**src/rtl/period_meter_pkg.sv**
```systemverilog
// Shared constants for the period meter: default widths/limits and FSM encodings.
// Imported by the interface, the top and any sibling block that needs them.
package period_meter_pkg;

   localparam int                     PM_WIDTH          = 27;
   localparam logic [PM_WIDTH-1:0]    PM_TIMEOUT_DEF    = 27'd100_000_000;
   localparam logic [PM_WIDTH-1:0]    PM_MIN_PERIOD_DEF = 27'd2;

   typedef enum logic {
      IDLE    = 1'b0,
      MEASURE = 1'b1
   } pm_state_t;

endpackage

```
**src/rtl/period_meter_if.sv**
```systemverilog
// Frame-tick input and measurement results of the period meter, grouped as one bus.
// master = meter side (drives results), slave = consumer side (drives the tick).
interface period_meter_if
   import period_meter_pkg::*;
#(
   parameter int WIDTH = PM_WIDTH
) ();

   logic             fc_clk;
   logic [WIDTH-1:0] tm_value;
   logic             tm_valid;
   logic             timeout;
   logic             measuring;
   logic [7:0]       glitch_cnt;

   modport master (
      input  fc_clk,
      output tm_value, tm_valid, timeout, measuring, glitch_cnt
   );

   modport slave (
      output fc_clk,
      input  tm_value, tm_valid, timeout, measuring, glitch_cnt
   );

endinterface

```
**src/rtl/edge_detect.sv**
```systemverilog
// Rising-edge detector: rise is high in the cycle 'in' first samples high.
// Zero latency from 'in' to 'rise'; no backpressure.
module edge_detect (
   input  logic clk,
   input  logic rst,
   input  logic in,
   output logic rise
);

   logic in_d;

   always_ff @(posedge clk) begin
      if (rst) begin
         in_d <= 1'b0;
      end else begin
         in_d <= in;
      end
   end

   assign rise = in & ~in_d;

endmodule

```
**src/rtl/period_meter.sv**
```systemverilog
// Measures clk cycles between accepted fc_clk rising edges; rejects short glitches, flags timeouts.
// Result appears one cycle after the closing edge; no backpressure (tm_valid is a bare pulse).
module period_meter
   import period_meter_pkg::*;
#(
   parameter int               WIDTH      = PM_WIDTH,
   parameter logic [WIDTH-1:0] TIMEOUT    = WIDTH'(PM_TIMEOUT_DEF),
   parameter logic [WIDTH-1:0] MIN_PERIOD = WIDTH'(PM_MIN_PERIOD_DEF)
) (
   input  logic           clk,
   input  logic           rst,
   period_meter_if.master pm
);

   pm_state_t        state_q, state_d;
   logic [WIDTH-1:0] cnt_q, cnt_d;
   logic [WIDTH-1:0] tm_value_q, tm_value_d;
   logic             tm_valid_q, tm_valid_d;
   logic             timeout_q, timeout_d;
   logic [7:0]       glitch_q, glitch_d;
   logic             rise;

   edge_detect u_edge (
      .clk  (clk),
      .rst  (rst),
      .in   (pm.fc_clk),
      .rise (rise)
   );

   always_ff @(posedge clk) begin
      if (rst) begin
         state_q    <= IDLE;
         cnt_q      <= '0;
         tm_value_q <= '0;
         tm_valid_q <= 1'b0;
         timeout_q  <= 1'b0;
         glitch_q   <= '0;
      end else begin
         state_q    <= state_d;
         cnt_q      <= cnt_d;
         tm_value_q <= tm_value_d;
         tm_valid_q <= tm_valid_d;
         timeout_q  <= timeout_d;
         glitch_q   <= glitch_d;
      end
   end

   always_comb begin
      state_d    = state_q;
      cnt_d      = cnt_q;
      tm_value_d = tm_value_q;
      tm_valid_d = 1'b0;
      timeout_d  = timeout_q;
      glitch_d   = glitch_q;
      case (state_q)
         IDLE: begin
            // The first edge only establishes the reference; timeout stays sticky.
            if (rise) begin
               state_d = MEASURE;
               cnt_d   = WIDTH'(1);
            end
         end
         MEASURE: begin
            if (rise && (cnt_q >= MIN_PERIOD)) begin
               tm_value_d = cnt_q;
               tm_valid_d = 1'b1;
               timeout_d  = 1'b0;
               cnt_d      = WIDTH'(1);
            end else if (rise) begin
               glitch_d = glitch_q + 8'd1;
               cnt_d    = (cnt_q == TIMEOUT) ? cnt_q : cnt_q + WIDTH'(1);
            end else if (cnt_q == TIMEOUT) begin
               state_d   = IDLE;
               timeout_d = 1'b1;
               cnt_d     = '0;
            end else begin
               cnt_d = cnt_q + WIDTH'(1);
            end
         end
         default: begin
            state_d = IDLE;
         end
      endcase
   end

   assign pm.tm_value   = tm_value_q;
   assign pm.tm_valid   = tm_valid_q;
   assign pm.timeout    = timeout_q;
   assign pm.measuring  = (state_q == MEASURE);
   assign pm.glitch_cnt = glitch_q;

endmodule

```
**src/flat_wrapper.sv**
```systemverilog
// flat-port wrapper written by rule: the top's interface ports become plain ports
module period_meter_flat import period_meter_pkg::*;
#(
   parameter int               WIDTH      = PM_WIDTH,
   parameter logic [WIDTH-1:0] TIMEOUT    = WIDTH'(PM_TIMEOUT_DEF),
   parameter logic [WIDTH-1:0] MIN_PERIOD = WIDTH'(PM_MIN_PERIOD_DEF)
)
  (clk, rst, pm_fc_clk, pm_tm_value, pm_tm_valid, pm_timeout, pm_measuring, pm_glitch_cnt);
  period_meter_if #(.WIDTH(WIDTH)) pm_i ();
  input  logic clk;
  input  logic rst;
  input wire logic [$bits(pm_i.fc_clk)-1:0] pm_fc_clk;
  output wire logic [$bits(pm_i.tm_value)-1:0] pm_tm_value;
  output wire logic [$bits(pm_i.tm_valid)-1:0] pm_tm_valid;
  output wire logic [$bits(pm_i.timeout)-1:0] pm_timeout;
  output wire logic [$bits(pm_i.measuring)-1:0] pm_measuring;
  output wire logic [$bits(pm_i.glitch_cnt)-1:0] pm_glitch_cnt;
  assign pm_i.fc_clk = pm_fc_clk;
  assign pm_tm_value = pm_i.tm_value;
  assign pm_tm_valid = pm_i.tm_valid;
  assign pm_timeout = pm_i.timeout;
  assign pm_measuring = pm_i.measuring;
  assign pm_glitch_cnt = pm_i.glitch_cnt;
  period_meter #(.WIDTH(WIDTH), .TIMEOUT(TIMEOUT), .MIN_PERIOD(MIN_PERIOD)) u_core (.clk(clk), .rst(rst), .pm(pm_i));
endmodule
```
**config.mk**
```make
export PLATFORM = sky130hd
export DESIGN_NAME = period_meter_flat
export DESIGN_NICKNAME = d
export VERILOG_FILES = /design/src/rtl/period_meter_pkg.sv /design/src/rtl/period_meter_if.sv /design/src/rtl/edge_detect.sv /design/src/rtl/period_meter.sv /design/src/flat_wrapper.sv
export SDC_FILE = /design/constraint.sdc
export NUM_CORES = 1
export LEC_CHECK = 0
export CORE_UTILIZATION = 45
export CTS_CLUSTER_SIZE = 20
export DETAILED_ROUTE_END_ITERATION = 12
export DONT_BUFFER_PORTS = 1
export PLACE_DENSITY = 0.66
export SYNTH_ARGS = -nofsm -noshare
export SYNTH_HDL_FRONTEND = slang
export SYNTH_SLANG_ARGS = --single-unit
```
**constraint.sdc**
```tcl
create_clock -name clk -period 2.2 [get_ports clk]
set_input_delay 0.22 -clock clk [delete_from_list [all_inputs] [get_ports clk]]
set_output_delay 0.22 -clock clk [all_outputs]
set_load 0.05 [all_outputs]
```
# After elaboration in Yosys (flattened, before gate mapping)
# Cells that the tools add are included.
# Widths: inputs -> output; s select.
[classes]
n_addsub = 2
order_cmp = 1
n_eq_ne = 4
mux = 15
n_bitwise = 4
n_reduce_logical = 7
[ops]
columns = ["operator", "n"]
rows = [
  ["$mux 27", 5],
  ["$pmux 27 s2", 1],
  ["$add 27x1->27 const B", 1],
  ["$eq 27x27->1 const B", 1],
  ["$ge 27x2->1 const B", 1],
  ["$add 8x1->8 const B", 1],
  ["$mux 1", 8],
  ["$reduce_and 3->1", 2],
  ["$ne 4x4->1 const B", 1],
  ["$reduce_and 2->1", 2],
  ["$not 1->1", 3],
  ["$ne 2x1->1 const B", 1],
  ["$ne 2x2->1 const B", 1],
  ["$pmux 1 s2", 1],
  ["$reduce_bool 2->1", 1],
  ["$reduce_or 2->1", 1],
  ["$and 1x1->1", 1],
  ["$logic_and 1x1->1", 1],
]
[word_totals]
ff_bits = 66
out_inout_bits = 38

# Logic depth before layout (Yosys ltp)
# Gate-level depths: netlist (run 1).
[depth]
depth_word = 5
depth_mapped = 8

# Hierarchy
# A second synthesis (run 1) with hierarchy kept.
[hier_totals]
cells_unflattened = 329
hier_area_um2 = 2984.1
[modules_own_cells]
columns = ["mod", "instances", "cells_each", "area_each_um2", "seq_area_each_um2"]
rows = [
  ["period_meter", 1, 326, 2936.6, 1301.2],
  ["edge_detect", 1, 3, 47.5, 20.0],
]

# Worst setup path after synthesis (run 1)
# Ideal clock, no wire load.
[synth_path]
path_kind = "register -> register"
start = "reg u_core.cnt_q[0]"
end = "reg u_core.glitch_q[5] (netlist: u_core.pm.glitch_cnt[5])"
t_arrival_ps = 1807
slack_ps = 270
path_stages_with_launch = 8
n_path_buf = 0
period_less_slack_ps = 1930
cell_sequence = "dfxtp_1 inv_1 ha_1 nor4_2 nand4_2 nor4_4 nand3_1 mux2_1"
[synth_between]
elab_chain_cells = 4
[synth_lines]
columns = ["item", "line_no", "source"]
rows = [
  ["from (decl)", "period_meter.sv:16", "logic [WIDTH-1:0] cnt_q, cnt_d;"],
  ["from (signal assigned)", "period_meter.sv:40", "cnt_q <= cnt_d;"],
  ["$ge 27x2->1", "period_meter.sv:64", "if (rise && (cnt_q >= MIN_PERIOD)) begin"],
  ["$logic_and 1x1->1", "period_meter.sv:64", ""],
  ["$not 1->1 (no line)", "n/a", ""],
  ["$reduce_and 3->1 (no line)", "n/a", ""],
  ["to (signal assigned)", "period_meter.sv:44", "glitch_q <= glitch_d;"],
  ["to (decl)", "period_meter.sv:20", "logic [7:0] glitch_q, glitch_d;"],
]
# Every way passes these cells.
# A chain may end at the register's enable or synchronous reset.

# Worst setup path in the final report (run 1)
[layout_path]
start = "reg u_core.cnt_q[0]"
end = "reg u_core.cnt_q[5]"
[layout_between]
elab_chain_cells = 5
[layout_lines]
columns = ["item", "line_no", "source"]
rows = [
  ["$add 27x1->27 / $eq 27x27->1 (equally long branches)", "period_meter.sv:71, period_meter.sv:77, period_meter.sv:72", ""],
  ["$mux 27 (on tied branches)", "period_meter.sv:72, period_meter.sv:71", ""],
  ["$mux 27", "period_meter.sv:69", "end else if (rise) begin"],
  ["$mux 27", "period_meter.sv:64", ""],
  ["$pmux 27 s2", "period_meter.sv:55", "case (state_q)"],
]
# Several ways; a longest one is shown, not always the timed one. The select of a mux whose other input is x is not followed.

==> impl_metrics.env, run 1 <==
export IMPL_worstMarginPinSlew_ps=662.0
export IMPL_synth_seq_area_share=0.4458
export IMPL_drt_pass1_iter_count=4
export IMPL_start_util=0.4668
export IMPL_drc=0
export IMPL_antenna_found_initial=0
export IMPL_grt_max_degree=29
export IMPL_area_growth_syn_to_layout_pct=16.34
export IMPL_synth_area_um2=2964
export IMPL_track_usage=0.2116
export IMPL_gp_congestion=0.8135
export IMPL_yosysUniqueCellTypes=43
export IMPL_slew_headroom=0.5572
export IMPL_syn_avg_cell_area_um2=9.815
export IMPL_cts_root_buf="clkbuf_8"
export IMPL_finalMaxSlewViolations=0
export IMPL_viasPerCell=6.037
export IMPL_fin_worst_skew_ps=7.523
export IMPL_drive_above_1_share=0.2115
export IMPL_cts_made_buffers=9
export IMPL_max_freq_ghz=0.4938
export IMPL_cap_violations=0
export IMPL_htreeDepth=3
export IMPL_grt_setup_unrepaired="false"
export IMPL_port_buffers=0
export IMPL_routed_wl_mm=7.364
export IMPL_grt_pass1_vias=2337
export IMPL_final_setup_tns_ps=0
export IMPL_worstPathRequired_ps=2490
export IMPL_wl_per_cell_um=18.05
export IMPL_io_pins=41
export IMPL_critical_path_class="reg2reg"
export IMPL_die_y_um=83.16
export IMPL_power_w=0.002412
export IMPL_final_core_util=0.5431
export IMPL_ant_nets=0
export IMPL_fillCellCount=561
export IMPL_antenna_cells=0
export IMPL_hp_class="in2reg"
export IMPL_syn_inst=302
export IMPL_clk_pin_slew_worst_paths_ps=70
export IMPL_vdd_drop_max_v=0.0004070
export IMPL_final_cell_area_um2=3448
export IMPL_yosys_warnings=0
export IMPL_end_kind="register"
export IMPL_die_w_um=83.16
export IMPL_grt_pass1_wl_mm=11.45
export IMPL_dieArea_um2=6916
export IMPL_setup_viol=0
export IMPL_gr_total_overflow=0
export IMPL_clk_path_buf_depth=2
export IMPL_power_density_nw_per_um2=699.4
export IMPL_ys_ff_latch=66
export IMPL_fin_nets=333
export IMPL_dr_total_vias=2463
export IMPL_fin_crit_sh=0.9205
export IMPL_min_period_ps=2025
export IMPL_ys_async_sr_fraction=0
export IMPL_worst_path_max_fanout=6
export IMPL_clk_latency_ps=360
export IMPL_rows=29
export IMPL_cts_sinks=66
export IMPL_synth_nets=309
export IMPL_synth_edff_count=0
export IMPL_worstPathArrival_ps=2320
export IMPL_post_dp_hpwl_mm=4.760
export IMPL_drtIter0Drc=144
export IMPL_status="finished clean"
export IMPL_core_area_um2=6350
export IMPL_holdWs_ps=66.98
export IMPL_p_leak_nw=1.285
export IMPL_report_final_hold_viol_count=0
export IMPL_synth_flop_cell="dfxtp_1"
export IMPL_start_kind="register"
export IMPL_cts_tree="yes"
export IMPL_placed_cell_area_um2=3153
-- synthesized netlist by cell type, types with 3 or more instances --
cell type	number	area share
a41oi_1	4	0.012
a21oi_1	8	0.014
nand4b_1	4	0.012
o21ai_0	4	0.0068
xor2_1	11	0.033
nand4_1	8	0.017
and4_1	8	0.024
buf_4	5	0.013
nor2_2	10	0.021
clkbuf_1	3	0.0038
nor4_2	4	0.017
buf_2	6	0.010
nand3_1	25	0.042
inv_1	5	0.0063
nor2_1	20	0.025
a31oi_1	11	0.023
nor3_1	10	0.017
and3_1	9	0.019
ha_1	4	0.017
a22o_1	27	0.080
dfxtp_1	66	0.45
xnor2_1	7	0.021
nand2_1	13	0.016
nor2b_1	4	0.0084
nor4_4	4	0.029
-- timing repair --
action	4_1_cts	5_1_grt
cloned	0	2
hold buffers	2	1
gates resized for setup	1	8
setup buffers	0	0
setup endpoints to repair	12	48
hold endpoints to repair	16	1
pin swaps	0	3
-- registers in the layout, indices dropped and copies added (netlist names) --
name,count
u_core.pm.glitch_cnt,8
u_core.pm.tm_valid,1
u_core.u_edge.in_d,1
u_core.cnt_q,27
u_core.pm.tm_value,27
u_core.pm.measuring,1
u_core.pm.timeout,1
-- worst max-delay path, cell delays in order (launching register included) --
cell     delay, ps
dfxtp_2        360
inv_1          100
ha_1           240
nor4_4         180
and4_4         290
nand3_1        190
a221o_4        480
nor2_1         130
-- cell usage in the layout, fill, tap and decap left out, types with 11 or more instances in the layout --
master / netlist / final
a22o_1: 27 / 27
nand3_1: 25 / 25
buf_4: 5 / 24
nor2_1: 20 / 19
xor2_1: 11 / 11
nor2_2: 10 / 11
a31oi_1: 11 / 11
nand2_1: 13 / 13
dfxtp_1: 66 / 65
-- metal layers --
layer	global-route usage	up-vias	routed length, um
met5	0	-	0
met4	0.1113	0	198
met3	0.08151	18	494
met2	0.3152	81	3353
met1	0.2641	1174	3317
li1	-	1190	-
-- power by group --
group          switching [W]  internal, W  leakage (nW)
logic               0.000107    0.0000510         0.658
clock network       0.000489     0.000553        0.0945
registers          0.0000100      0.00120         0.533
total               0.000606      0.00181          1.29
-- through the flow --
step                      worst slack (ps)  std cells
after floorplan                      269.7        302
final                                174.9        408
after global placement               28.70        387
after CTS                           0.1763        405
after global routing                 32.93        408
after detailed placement            -6.052        387
-- worst paths after layout --
check	startpoint	endpoint	slack, ps	cells after the start
max	u_core.cnt_q[0]	u_core.cnt_q[5]	170	7
min	rst	u_core.pm.glitch_cnt[7]	70	2
max reg2reg	u_core.cnt_q[0]	u_core.cnt_q[5]	170	7
min reg2reg	u_core.cnt_q[0]	u_core.pm.tm_value[0]	510	1
-- cells by family (layout without fill, tap and decap cells) --
logic type / after synthesis / count (layout) / share of synthesized area
simple gates: 127 / 128 / 0.2714
xor+xnor: 18 / 18 / 0.05319
buf+inv: 21 / 48 / 0.03799
compound gates: 62 / 63 / 0.1604
flops: 66 / 66 / 0.4458
mux: 4 / 4 / 0.01435
fa+ha+maj: 4 / 4 / 0.01689
-- layout make-up --
type | count | area [um^2] | area share
Inverter | 5 | 18.77 | 0.005443
Sequential cell | 66 | 1323 | 0.3835
Clock inverter | 6 | 66.31 | 0.01923
Tap cell | 77 | 96.34 | 0.02794
Clock buffer | 10 | 137.6 | 0.03991
Timing Repair Buffer | 27 | 210.2 | 0.06096
Multi-Input combinational cell | 217 | 1597 | 0.4630
Power figures use the tool's default switching activity.
==> inputs of run 2 (changes only) <==
--- a/config.mk
+++ b/config.mk
@@ -10,6 +10,7 @@
 export DETAILED_ROUTE_END_ITERATION = 12
 export DONT_BUFFER_PORTS = 1
 export PLACE_DENSITY = 0.66
+export SETUP_SLACK_MARGIN = 0.2
 export SYNTH_ARGS = -nofsm -noshare
 export SYNTH_HDL_FRONTEND = slang
 export SYNTH_SLANG_ARGS = --single-unit
==> impl_metrics.env, run 2 (synthesized netlist as in run 1, its figures left out) <==
export IMPL_vdd_drop_max_v=0.0004116
export IMPL_fin_nets=338
export IMPL_dp_cells=387
export IMPL_fin_worst_skew_ps=8.906
export IMPL_track_usage=0.2337
export IMPL_rr_worst_depth=5
export IMPL_grt_pass1_vias=2440
export IMPL_final_core_util=0.5626
export IMPL_p_leak_nw=1.347
export IMPL_area_growth_syn_to_layout_pct=20.52
export IMPL_end_kind="register"
export IMPL_finalMaxSlewViolations=0
export IMPL_status="finished clean"
export IMPL_worstPathArrival_ps=2210
export IMPL_antenna_cells=0
export IMPL_die_w_um=83.16
export IMPL_worst_path_max_fanout=4
export IMPL_cts_root_buf="clkbuf_8"
export IMPL_hp_class="in2reg"
export IMPL_start_kind="register"
export IMPL_post_dp_hpwl_mm=4.760
export IMPL_final_cell_count_no_fill=413
export IMPL_setup_viol=0
export IMPL_layout_common_cells="dfxtp_1, buf_4, a22o_1"
export IMPL_power_density_nw_per_um2=680.2
export IMPL_critical_path_class="reg2reg"
export IMPL_gp_congestion=0.8135
export IMPL_clk_path_buf_depth=2
export IMPL_die_y_um=83.16
export IMPL_slew_headroom=0.4477
export IMPL_viasPerCell=6.332
export IMPL_drc=0
export IMPL_worstPathRequired_ps=2450
export IMPL_drtIter0Drc=209
export IMPL_dieArea_um2=6916
export IMPL_drt_pass1_iter_count=5
export IMPL_worstMarginPinSlew_ps=825.7
export IMPL_clk_latency_ps=360
export IMPL_hold_depth=2
export IMPL_cts_made_buffers=9
export IMPL_io_pins=41
export IMPL_final_common_cell="dfxtp_1"
export IMPL_grt_pass1_wl_mm=12.45
export IMPL_cts_tree="yes"
export IMPL_placed_cell_area_um2=3153
export IMPL_htreeDepth=3
export IMPL_wl_per_cell_um=18.66
export IMPL_max_freq_ghz=0.5089
export IMPL_final_cell_area_um2=3572
export IMPL_port_buffers=0
export IMPL_antenna_found_initial=0
export IMPL_min_period_ps=1965
export IMPL_core_area_um2=6350
export IMPL_cap_violations=0
export IMPL_clk_pin_slew_worst_paths_ps=80
export IMPL_drive_above_1_share=0.2619
export IMPL_report_final_hold_viol_count=0
export IMPL_dr_total_vias=2615
export IMPL_routed_wl_mm=7.706
export IMPL_grt_max_degree=18
export IMPL_final_setup_tns_ps=0
export IMPL_start_util=0.4668
export IMPL_ant_nets=0
export IMPL_grt_setup_unrepaired="true"
export IMPL_cts_sinks=66
export IMPL_fin_crit_sh=0.8932
export IMPL_gr_total_overflow=0
export IMPL_rows=29
## run 2: routing by layer
layer | up-vias | track usage | wire (um)
met5 | - | 0 | 0
met4 | 0 | 0.1113 | 173
met3 | 14 | 0.09841 | 533
met2 | 118 | 0.3502 | 3588
met1 | 1280 | 0.2894 | 3411
li1 | 1203 | - | -
## run 2: path summary, 6_finish.rpt
kind / start / end / slack (ps)
setup / recovery: u_core.cnt_q[19] / u_core.pm.glitch_cnt[7] / 230
hold / removal: rst / u_core.pm.glitch_cnt[5] / 80
setup reg to reg: u_core.cnt_q[19] / u_core.pm.glitch_cnt[7] / 230
hold reg to reg: u_core.pm.glitch_cnt[1] / u_core.pm.glitch_cnt[1] / 560
## run 2: critical path, cell delays in order (launching register included)
cell,delay (ps)
dfxtp_1,370
nor4_4,390
nand4_4,220
nor4_4,390
nand3_1,150
mux2_4,330
## run 2: final cells by class
class,count,area [um^2]
clock buffers,10,137.6
clock inverters,6,66.31
fillers,549,2778
inverters,5,18.77
multi-input cells,217,1683
flip-flops and latches,66,1324
well taps,77,96.34
repair buffers,32,246.5
## run 2: timing repair
action,in CTS,in global routing
hold buffers,2,0
endpoints found under the setup margin,49,53
pin swaps,6,7
gates resized for setup,12,19
setup buffers,2,3
cloned,2,1
hold endpoints to repair,17,0
## run 2: where the power goes
group	internal [W]	switching, W	total [W]
logic	0.0000584	0.000118	0.000176
clock network	0.000553	0.000489	0.00104
registers	0.00120	0.00000918	0.00121
total	0.00181	0.000617	0.00243
## run 2: through the flow
stage	hold slack (ps)	power [W]	setup slack [ps]
finish	77.43	0.002430	235.0
global route	96.33	0.002515	130.6
CTS	64.01	0.002433	200.3
detailed placement	294.9	0.001370	-6.052
global placement	293.2	0.001367	28.70
floorplan	348.2	0.001341	269.7
